==> src/rtl/craps_pkg.sv <==
// Craps rules engine shared types and constants.
// Holds the game state enum and the sums the rules test against.
package craps_pkg;

  typedef enum logic [1:0] {
    COME_OUT = 2'd0,
    POINT    = 2'd1,
    WIN      = 2'd2,
    LOSE     = 2'd3
  } state_t;

  localparam logic [3:0] SUM_TWO    = 4'd2;
  localparam logic [3:0] SUM_THREE  = 4'd3;
  localparam logic [3:0] SUM_SEVEN  = 4'd7;
  localparam logic [3:0] SUM_ELEVEN = 4'd11;
  localparam logic [3:0] SUM_TWELVE = 4'd12;

  localparam logic [7:0] ROLL_CNT_MAX = 8'd255;

  function automatic logic [3:0] dice_sum(
    input logic [2:0] a,
    input logic [2:0] b
  );
    return {1'b0, a} + {1'b0, b};
  endfunction

endpackage

==> src/rtl/rise_detect.sv <==
// Rising-edge detector: one registered delay and an AND-NOT.
// Ports: clk, rst (sync, high), d level in, rise pulse out.
module rise_detect #(
  parameter logic RST_VAL = 1'b1
) (
  input  logic clk,
  input  logic rst,
  input  logic d,
  output logic rise
);

  logic d_q;

  // Resetting to 1 keeps a level already high at reset release
  // from looking like a fresh edge.
  always_ff @(posedge clk) begin
    if (rst) d_q <= RST_VAL;
    else     d_q <= d;
  end

  assign rise = d & ~d_q;

endmodule

==> src/rtl/craps_game.sv <==
// Craps rules engine: scores each settled roll, holds win/lose.
// Ports: clk, rst, die_a/die_b, choose, new_game -> sum, point, win, lose, roll_count.
module craps_game
  import craps_pkg::*;
(
  input  logic       clk,
  input  logic       rst,
  input  logic [2:0] die_a,
  input  logic [2:0] die_b,
  input  logic       choose,
  input  logic       new_game,
  output logic [3:0] sum,
  output logic [3:0] point,
  output logic       win,
  output logic       lose,
  output logic [7:0] roll_count
);

  state_t     state;
  logic       choose_rise;
  logic       roll_ev;
  logic [3:0] roll_sum;
  logic [7:0] cnt_next;

  rise_detect #(
    .RST_VAL(1'b1)
  ) u_rise (
    .clk (clk),
    .rst (rst),
    .d   (choose),
    .rise(choose_rise)
  );

  // A zero face means the die never rolled; the edge is dropped.
  assign roll_ev  = choose_rise & (|die_a) & (|die_b);
  assign roll_sum = dice_sum(die_a, die_b);
  assign cnt_next = (roll_count == ROLL_CNT_MAX) ?
                    roll_count : roll_count + 8'd1;

  always_ff @(posedge clk) begin
    if (rst) begin
      state      <= COME_OUT;
      sum        <= '0;
      point      <= '0;
      roll_count <= '0;
      win        <= 1'b0;
      lose       <= 1'b0;
    end else begin
      unique case (state)
        COME_OUT: begin
          if (roll_ev) begin
            sum        <= roll_sum;
            roll_count <= cnt_next;
            unique case (1'b1)
              (roll_sum == SUM_SEVEN),
              (roll_sum == SUM_ELEVEN): begin
                state <= WIN;
                win   <= 1'b1;
              end
              (roll_sum == SUM_TWO),
              (roll_sum == SUM_THREE),
              (roll_sum == SUM_TWELVE): begin
                state <= LOSE;
                lose  <= 1'b1;
              end
              default: begin
                state <= POINT;
                point <= roll_sum;
              end
            endcase
          end
        end
        POINT: begin
          if (roll_ev) begin
            sum        <= roll_sum;
            roll_count <= cnt_next;
            // Point can never be 7, so the order here is only formal.
            if (roll_sum == point) begin
              state <= WIN;
              win   <= 1'b1;
            end else if (roll_sum == SUM_SEVEN) begin
              state <= LOSE;
              lose  <= 1'b1;
            end
          end
        end
        WIN, LOSE: begin
          if (new_game) begin
            state      <= COME_OUT;
            sum        <= '0;
            point      <= '0;
            roll_count <= '0;
            win        <= 1'b0;
            lose       <= 1'b0;
          end
        end
        default: begin
          state <= COME_OUT;
          win   <= 1'b0;
          lose  <= 1'b0;
        end
      endcase
    end
  end

endmodule

==> config.mk <==
export PLATFORM = sky130hd
export DESIGN_NAME = craps_game
export DESIGN_NICKNAME = d
export VERILOG_FILES = /design/src/rtl/craps_pkg.sv /design/src/rtl/rise_detect.sv /design/src/rtl/craps_game.sv
export SDC_FILE = /design/constraint.sdc
export NUM_CORES = 1
export LEC_CHECK = 0
export ABC_AREA = 1
export CAP_MARGIN = 10
export CORE_ASPECT_RATIO = 0.5
export CORE_MARGIN = 2
export CORE_UTILIZATION = 25
export CTS_CLUSTER_SIZE = 24
export DETAILED_ROUTE_END_ITERATION = 7
export GPL_ROUTABILITY_DRIVEN = 0
export PLACE_DENSITY = 0.47
export SYNTH_ARGS = -nofsm -noshare
export SYNTH_HDL_FRONTEND = slang
export SYNTH_SLANG_ARGS = --single-unit
==> constraint.sdc <==
create_clock -name clk -period 3.5 [get_ports clk]
set_input_delay 0.7 -clock clk [delete_from_list [all_inputs] [get_ports clk]]
set_output_delay 0.7 -clock clk [all_outputs]
set_load 0.1 [all_outputs]
==> results of run 1 <==
==> how the worst max path moves through the flow <==
stage,startpoint,to,slack [ps]
2_1_floorplan,roll_count[0],roll_count[0],1130
3_3_place_gp,die_a[0],point[0],620
3_5_place_dp,die_a[0],point[1],620
4_1_cts,die_a[0],point[1],900
5_1_grt,die_a[0],point[1],720
6_report,die_a[0],point[1],900
==> report_power, final <==
group          switching [mW]  internal [mW]  total [mW]  leakage (nW)
sequential             0.0134          0.252       0.266         0.171
combinational           0.170         0.0686       0.239         0.510
clock                  0.0809         0.0793       0.160        0.0255
total                   0.264          0.400       0.665         0.706
==> layout make-up <==
cell class / count / area, sq um / share of cell area [%]
multi-input cells: 151 / 750.7 / 44.48
well taps: 70 / 87.58 / 5.189
repair buffers: 27 / 262.8 / 15.57
inverters: 32 / 120.1 / 7.116
flip-flops and latches: 21 / 420.4 / 24.91
clock buffers: 3 / 41.29 / 2.446
clock inverters: 1 / 5.005 / 0.2965
==> Yosys cell counts, types with 2 or more instances <==
library cell   n
nor2_2         3
inv_1         29
xor2_1         2
nor2_1        27
nand4_1        3
a21oi_1       19
inv_2          2
o21ai_2        2
nand2_2        4
nand3_2        2
nand3_1       20
buf_2          2
o21ai_0        2
nand2_1       58
dfxtp_1       21
ha_1           4
==> flip-flops by register name (all words and copies together) (netlist names) <==
name	cells
state	2
lose	1
u_rise.d_q	1
roll_count	8
point	4
sum	4
win	1
==> metal layers <==
| layer | track usage, % | vias up | routed length, um | share of wire, % |
|---|---|---|---|---|
| li1 | - | 705 | - | - |
| met1 | 14.99 | 595 | 1621 | 52 |
| met2 | 16.12 | 35 | 1308 | 42 |
| met3 | 3.424 | 2 | 147 | 4.8 |
| met4 | 2.226 | 0 | 14 | 0.45 |
| met5 | 0 | - | 0 | 0 |
==> logic make-up after synthesis <==
group,after synthesis
XOR/XNOR,2
AND/OR/NAND/NOR,120
AO/OA/AOI/OAI,24
adder cells (fa/ha/maj),5
flip-flops,21
buffers and inverters,35
==> critical path, cell delays in order <==
cell and delay [ps]:
clkdlybuf4s50_1 420, ha_1 250, fa_1 570, nand2_1 70, inv_1 90, nand3_1 70
nor2_1 130, nor2_2 70, nand3_1 80, nand2_2 100, a21oi_1 140, nor2_1 60
==> stage by stage <==
stage / setup WS, ps / util [%] / instance area (sq um) / hold slack (ps)
finish: 897.8 / 33.76 / 1688 / 453.3
global placement: 624.7 / 32.83 / 1642 / 441.0
floorplan: 1133 / - / 1313 / 462.0
global route: 720.3 / 33.76 / 1688 / 477.8
detailed placement: 619.7 / 32.83 / 1642 / 445.6
CTS: 901.9 / 33.76 / 1688 / 458.5
==> qor.yml, run 1 <==
synthesis:
  muxShareOfSynthArea_pct: 0
  synthTopCellsByArea: "dfxtp_1 32%, nand2_1 17%, inv_1 8.3%"
  synth_top_family_by_area: "simple AND/OR/NAND/NOR gates"
  synth_fp_nets: 222
  ys_seq_elements: 21
  synth_area_sq_um: 1313
  synth_seq_area_share_pct: 32.03
  synth_area_leader_cell: "dfxtp_1"
  synth_top_area_share_pct: 32.03
  synth_compound_area_share_pct: 10.10
  synth_xor_area_share_pct: 1.335
  synth.avg_cell_area_sq_um: 6.341
  async_reset_ff_share_pct: 0
  synthCells: 207
  yosys_warnings: 0
  synth_adder_area_share_pct: 5.338
  synth_edf_count: 0
  synth-simple-area-share_pct: 40.42
  synth_top_flop_cell: "dfxtp_1"
  synth_cell_types: 23
clock_tree:
  cts_tree: "built"
  post_cts_resized: 0
  cts-root-buf: "clkbuf_8"
  cts.sinks: 21
  cts_buffer_depth: 2
  worstSkewPairLatency_ps: 260
  cts_setup_buffers: 0
  hold_buffers: 0
  path_clk_slew_ps: 80
  cts_buffers: 3
  ctsHtreeMaxLevel: 1
run:
  maxCapViolCount: 0
cells_and_area:
  final_net_count: 251
  most-common-layout-cells: "58 x nand2_1, 29 x inv_1, 27 x nor2_1, 24 x clkdlybuf4s50_1, 21 x dfxtp_1"
  fill_cells: 556
  diodes: 0
  area_delta_synth_final_pct: 28.60
  drive_above_1_share_pct: 9.787
  finalNonFillerCells: 305
  final_common_cell: "nand2_1"
worst_hold_path:
  min_path_cells: 2
  hold_path_end: "win"
  min_from: "win"
  min_path_type: "reg2reg"
sta:
  drv_slew: 0
  hold_viol: 0
  period_needed_ps: 2602
  final.setup.tns_ps: 0
  rsz0062_at_grt: "no"
  worstMarginPinSlew_ps: 973.9
  skew_ps: 1.723
  clock.fmax_ghz: 0.3843
  finalSetupViolCount: 0
  timing.slew.headroom_pct: 34.87
  period_share_pct: 74.35
detailed_routing:
  drt_iter0_markers: 64
  avgViaCountPerCell: 4.384
  wl_per_cell_um: 10.13
  via_count: 1337
  drt-pass1-iter-count: 4
  ant_nets: 0
  totalWireLength_mm: 3.091
  route.detailed.drc: 0
critical_path:
  critPathRequiredTime_ps: 3660
  reg2reg_from: "roll_count[0]"
  critical_path_class: "in2reg"
  worst_setup_path_end_kind: "register"
  arrival_ps: 2760
  regToRegEndpoint: "roll_count[7]"
  crit_path_start_kind: "input port"
  ff2ff_setup_slack_ps: 1840
  cp_max_fo: 6
  reg2regPathDepth: 11
floorplanning:
  io_pins: 28
  row_count: 18
  die_area_sq_um: 5881
  die-width_um: 106.5
  die_height_um: 55.24
  start_util_pct: 26.25
  core_area_sq_um: 5000
global_route:
  grt_max_degree: 14
  grt_usage_pct: 10.69
  grt_pass1_wl_mm: 5.078
  first_global_vias: 1103
  antenna_found_initial: 0
  overflow: 0
power_and_ir_drop:
  ir_drop_mv: 0.1339
  cellPowerDensity_nw_per_um2: 393.7
  power_mw: 0.6646
  total_leakage_power_nw: 0.7057
placed_design:
  dp.cells: 301
  port_buffers: 27
  dp_hpwl_mm: 2.477
run_status:
  status: "complete, no violations"
Note: power is estimated with default switching activity, not from simulation.
==> run 2, diff against run 1 <==
Settings changed: PLACE_DENSITY 0.47 to 0.49.
Clock period 3.5 ns to 2.2 ns, I/O delays scaled along.
==> run 2 against run 1 <==
Die area unchanged. Register-to-register slack got worse by 1300 ps. Non-clock buffer count grew 13. Sequential cell count unchanged. Routed wire length is 9.1% higher. Clock skew increased by 3.5 ps. Sequential share of layout area is 1.3 points lower. Worst hold slack better by 3.0 ps. Setup slack got worse by 810 ps.
==> qor.yml, run 2 (synthesized netlist as in run 1, its figures left out) <==
cells_and_area:
  final_net_count: 264  # +5.2%
  area_delta_synth_final_pct: 36.70
  drive_above_1_share_pct: 25.40  # +16 points
  final_common_cell: "nand2_1"
  top_register: "roll_count"
  fill_cells: 572  # +2.9%
  multi_input_comb_area_sq_um: 797.0  # +6.2%
  diodes: 0  # unchanged
  largest_reg_flops: 8  # unchanged
  seqCellArea_sq_um: 422.9  # +0.60%
  reg_top3: "roll_count: 8 flops, point: 4 flops, sum: 4 flops"
  finalNonFillerCells: 318  # +4.3%
  most-common-layout-cells: "58 x nand2_1, 31 x buf_4, 28 x inv_1, 26 x nor2_1, 19 x dfxtp_1"
global_route:
  antenna_found_initial: 0  # unchanged
  grt_pass1_wl_mm: 5.692  # +12%
  first_global_vias: 1260  # +14%
  grt_max_degree: 14  # unchanged
  grt_usage_pct: 11.95  # +1.3 points
  overflow: 0  # unchanged
sta:
  drv_slew: 0  # unchanged
  timing.slew.headroom_pct: 69.24  # +34 points
  finalSetupViolCount: 0  # unchanged
  timing.hold.ws_ps: 456.3  # +2.999 ps
  period_share_pct: 96.13
  period_needed_ps: 2115
  hold_viol: 0  # unchanged
  clock.fmax_ghz: 0.4728
  skew_ps: 5.203  # +3.479 ps
  rsz0062_at_grt: "no"
  worstMarginPinSlew_ps: 460.8  # -513.0 ps
critical_path:
  cp_max_fo: 5  # -1
  critPathRequiredTime_ps: 2360  # -1300 ps
  worst_setup_path_end_kind: "register"
  critical_path_class: "in2reg"
  crit_path_start_kind: "input port"
  arrival_ps: 2270  # -490 ps
detailed_routing:
  avgViaCountPerCell: 4.403  # +0.43%
  wl_per_cell_um: 10.60  # +4.6%
  drt_iter0_markers: 90  # +41%
  drt-pass1-iter-count: 4  # unchanged
  totalWireLength_mm: 3.372  # +9.1%
  via_count: 1400  # +4.7%
  ant_nets: 0  # unchanged
  route.detailed.drc: 0  # unchanged
floorplanning:
  core_area_sq_um: 5000  # unchanged
  row_count: 18  # unchanged
  die-width_um: 106.5  # unchanged
  die_area_sq_um: 5881  # unchanged
  die_height_um: 55.24  # unchanged
  io_pins: 28  # unchanged
  start_util_pct: 26.25  # unchanged
clock_tree:
  cts_setup_buffers: 0  # unchanged
  cts_tree: "built"
  cts.sinks: 21  # unchanged
  path_clk_slew_ps: 80  # about the same
  ctsHtreeMaxLevel: 1  # unchanged
  cts-root-buf: "clkbuf_8"
  worstSkewPairLatency_ps: 260  # about the same
  cts_buffers: 3  # unchanged
  cts_buffer_depth: 2  # unchanged
  hold_buffers: 0  # unchanged
power_and_ir_drop:
  ir_drop_mv: 0.2354  # +76%
  power_mw: 1.107  # +67%
  cellPowerDensity_nw_per_um2: 617.2  # +57%
  total_leakage_power_nw: 0.8113  # +15%
run_status:
  status: "complete, no violations"
placed_design:
  dp_hpwl_mm: 2.646  # +6.9%
  dp.cells: 314  # +4.3%
  port_buffers: 27  # unchanged
worst_hold_path:
  min_path_type: "reg2reg"
run:
  maxCapViolCount: 0  # unchanged
## run 2: routing by layer
metal  share of wire (%)  global-route usage [%]
met1                  50                   15.95
met2                  45                   19.60
met3                 3.4                   3.306
met5                   0                       0
met4                0.65                   2.226
## run 2: critical path, stage by stage
cell	delay, ps
dlygate4sd2_1	240
ha_2	200
fa_2	610
inv_1	70
nand2_1	50
nand4_1	120
nor2_2	150
nand2_1	80
nand2_1	60
nand3_1	110
nand2_1	80
a21oi_1	40
## run 2: path summary, 6_finish.rpt
path / slack, ps / endpoint / cells after the start / startpoint
max: 90 / state[0] / 12 / die_b[0]
min: 460 / lose / 2 / lose
max reg2reg: 580 / roll_count[7] / 11 / roll_count[0]
min reg2reg: 460 / lose / 2 / lose
## run 2: metrics by stage
stage / worst slack [ps] / TNS, ps / utilization [%] / area, sq um
after detailed placement: -406.4 / -3191 / 34.08 / 1704
after floorplan: 40.80 / 0 / - / 1315
final: 85.12 / 0 / 35.89 / 1794
after global routing: 0.5642 / 0 / 35.89 / 1794
after global placement: -350.7 / -2760 / 34.08 / 1704
after CTS: 51.75 / 0 / 35.29 / 1764
## run 2: power by group
| part | internal, mW | leakage (nW) | switching [mW] | total (mW) |
|---|---|---|---|---|
| Sequential | 0.402 | 0.172 | 0.0234 | 0.425 |
| Combinational | 0.136 | 0.614 | 0.290 | 0.426 |
| Clock | 0.126 | 0.0255 | 0.130 | 0.256 |
## run 2: cell type report
type                            count  share of cell area, %
Multi-Input combinational cell    151                  44.42
Sequential cell                    21                  23.57
Timing Repair Buffer               40                  17.85
Inverter                           32                  6.695
Tap cell                           70                  4.881
Clock buffer                        3                  2.301
Clock inverter                      1                 0.2789
## run 2: timing repair
action | in CTS | in global routing
pin swaps | 7 | 2
gates resized for setup | 8 | 5
setup endpoints to repair | 8 | 6
==> run 3, diff against run 2 <==
Settings changed: REMOVE_ABC_BUFFERS from default to 1.
==> run 3 against run 2 <==
Global-route usage fell by 0.78 points. Setup slack improved by 3.9 ps. Critical path depth did not move. Sequential share of layout area fell by 0.35 points. Critical endpoint is now point[2]. Via count fell by 2.1%. Final cell count did not move. Count of clock-buffer cells in the layout did not move. Combinational power rose by 2%. Total power rose by 1.5%. Sequential power barely moved. Final area rose by 0.91%.
==> qor.yml, run 3 (synthesized netlist as in run 1, its figures left out) <==
run_status:
  status: "complete, no violations"
critical_path:
  crit_path_start_kind: "input port"
  arrival_ps: 2280  # about the same
  cp_max_fo: 6  # +1
  worst_setup_path_end_kind: "register"
  cpMostUsedCell: "nor2_1"
  critPathRequiredTime_ps: 2370  # about the same
  cp_slowest_cell: "fa_2"
  slowest_delay_ps: 630  # +20 ps
  crit_chain: "dlygate4sd2_1 > ha_2 > fa_2 > nor2_1 > nand3_1 > nor2_1 > nor2_2 > nand3_2 > nand2_4 > nand3_1 > nand2_1 > nor2_1"
  critical_path_class: "in2reg"
clock_tree:
  cts_buffer_depth: 2  # unchanged
  worstSkewPairLatency_ps: 260  # about the same
  cts.sinks: 21  # unchanged
  cts_buffers: 3  # unchanged
  hold_buffers: 0  # unchanged
  cts_tree: "built"
  path_clk_slew_ps: 90  # about the same
  ctsHtreeMaxLevel: 1  # unchanged
  cts-root-buf: "clkbuf_8"
  cts_setup_buffers: 0  # unchanged
detailed_routing:
  ant_nets: 0  # unchanged
  drt-pass1-iter-count: 4  # unchanged
  wl_per_cell_um: 10.46  # -1.4%
  drt_iter0_markers: 45  # -50%
  totalWireLength_mm: 3.326  # -1.4%
  avgViaCountPerCell: 4.308  # -2.1%
  via_count: 1370  # -2.1%
  route.detailed.drc: 0  # unchanged
sta:
  worstMarginPinSlew_ps: 469.0  # +8.161 ps
  final.setup.tns_ps: 0  # unchanged
  drv_slew: 0  # unchanged
  timing.slew.headroom_pct: 68.69  # -0.54 points
  rsz0062_at_grt: "yes"
  skew_ps: 6.351  # +1.149 ps
  finalSetupViolCount: 0  # unchanged
  period_share_pct: 95.95  # -0.18 points
  hold_viol: 0  # unchanged
  timing.hold.ws_ps: 453.7  # -2.585 ps
  clock.fmax_ghz: 0.4737  # +0.18%
  period_needed_ps: 2111  # -3.889 ps
  setup_slack_ps: 89.01  # +3.889 ps
cells_and_area:
  final_net_count: 264  # unchanged
  postLayoutCellArea_sq_um: 1810  # +0.91%
  most-common-layout-cells: "56 x nand2_1, 31 x buf_4, 27 x inv_1, 24 x nor2_1, 21 x dfxtp_1"
  area_delta_synth_final_pct: 37.94
  reg_top3: "roll_count: 8 flops, point: 4 flops, sum: 4 flops"
  largest_reg_flops: 8  # unchanged
  top_register: "roll_count"
  diodes: 0  # unchanged
  drive_above_1_share_pct: 27.42  # +2.0 points
  final_common_cell: "nand2_1"
floorplanning:
  row_count: 18  # unchanged
  die-width_um: 106.5  # unchanged
  die_area_sq_um: 5881  # unchanged
  core_area_sq_um: 5000  # unchanged
  die_height_um: 55.24  # unchanged
  io_pins: 28  # unchanged
  start_util_pct: 26.25  # unchanged
global_route:
  first_global_vias: 1205  # -4.4%
  grt_pass1_wl_mm: 5.382  # -5.4%
  grt_max_degree: 14  # unchanged
  antenna_found_initial: 0  # unchanged
  grt_usage_pct: 11.18  # -0.78 points
  overflow: 0  # unchanged
placed_design:
  pre_cts_ws_ps: -401.3  # +5.154 ps
  dp_hpwl_mm: 2.603  # -1.7%
  dpl-instance-area_sq_um: 1702  # -0.15%
  port_buffers: 27  # unchanged
power_and_ir_drop:
  total_leakage_power_nw: 0.8202  # +1.1%
  cellPowerDensity_nw_per_um2: 621.1  # +0.62%
  ir_drop_mv: 0.1933  # -18%
  power_mw: 1.124  # +1.5%
worst_hold_path:
  min_path_type: "reg2reg"
run:
  maxCapViolCount: 0  # unchanged
## run 3: cell count changes in the layout (fill, tap and decap cells not counted), moves of 2 or more
cell	delta
a21oi_1	-2
a21oi_2	+2
nor2_2	+2
dfxtp_2	-2
nand2_1	-2
nand2_2	+2
dfxtp_1	+2
clkdlybuf4s50_1	-2
nor2_1	-2
dlymetal6s2s_1	+2
## run 3: path summary, 6_finish.rpt
kind,slack [ps],endpoint,depth (start not counted),start
max,90,point[2],12,die_b[0]
min,450,win,2,win
max reg2reg,530,roll_count[7],11,roll_count[0]
min reg2reg,450,win,2,win
## run 3: area by class of cell
cell class / count / area [sq um]
fill: 548 / 3189
clock inverter: 1 / 7.507
sequential: 21 / 420.4
tap: 70 / 87.58
timing repair buffer: 40 / 326.6
clock buffer: 3 / 41.29
multi-input combinational: 151 / 807.0
inverter: 32 / 120.1
## run 3: metrics by stage
| step | cells | utilization [%] |
|---|---|---|
| floorplan | 204 | - |
| global placement | 314 | 34.03 |
| detailed placement | 314 | 34.03 |
| CTS | 318 | 35.34 |
| global route | 318 | 36.21 |
| finish | 318 | 36.21 |
## run 3: report_power, final
group	total [mW]	internal, mW	switching, mW
logic	0.434	0.136	0.298
registers	0.424	0.401	0.0228
clock network	0.267	0.128	0.139
## run 3: per-layer routing
| metal | vias to the layer above | share of wire, % | GRT usage (%) | wire length [um] |
|---|---|---|---|---|
| met2 | 24 | 44 | 17.86 | 1469 |
| met1 | 614 | 52 | 15.31 | 1745 |
| met5 | - | 0 | 0 | 0 |
| met4 | 0 | 0.75 | 2.226 | 25 |
| li1 | 730 | - | - | - |
| met3 | 2 | 2.6 | 2.952 | 85 |
## run 3: critical path: cells and delay by family
kind,cells,cell delay (ps)
fa+ha+maj,2,820
simple gates,9,770
buf+inv,1,250
## run 3: timing repair
item / CTS / global route
endpoints found under the setup margin: 8 / 7
pin swaps: 8 / 12
gates resized for setup: 9 / 14
gates cloned: 0 / 0
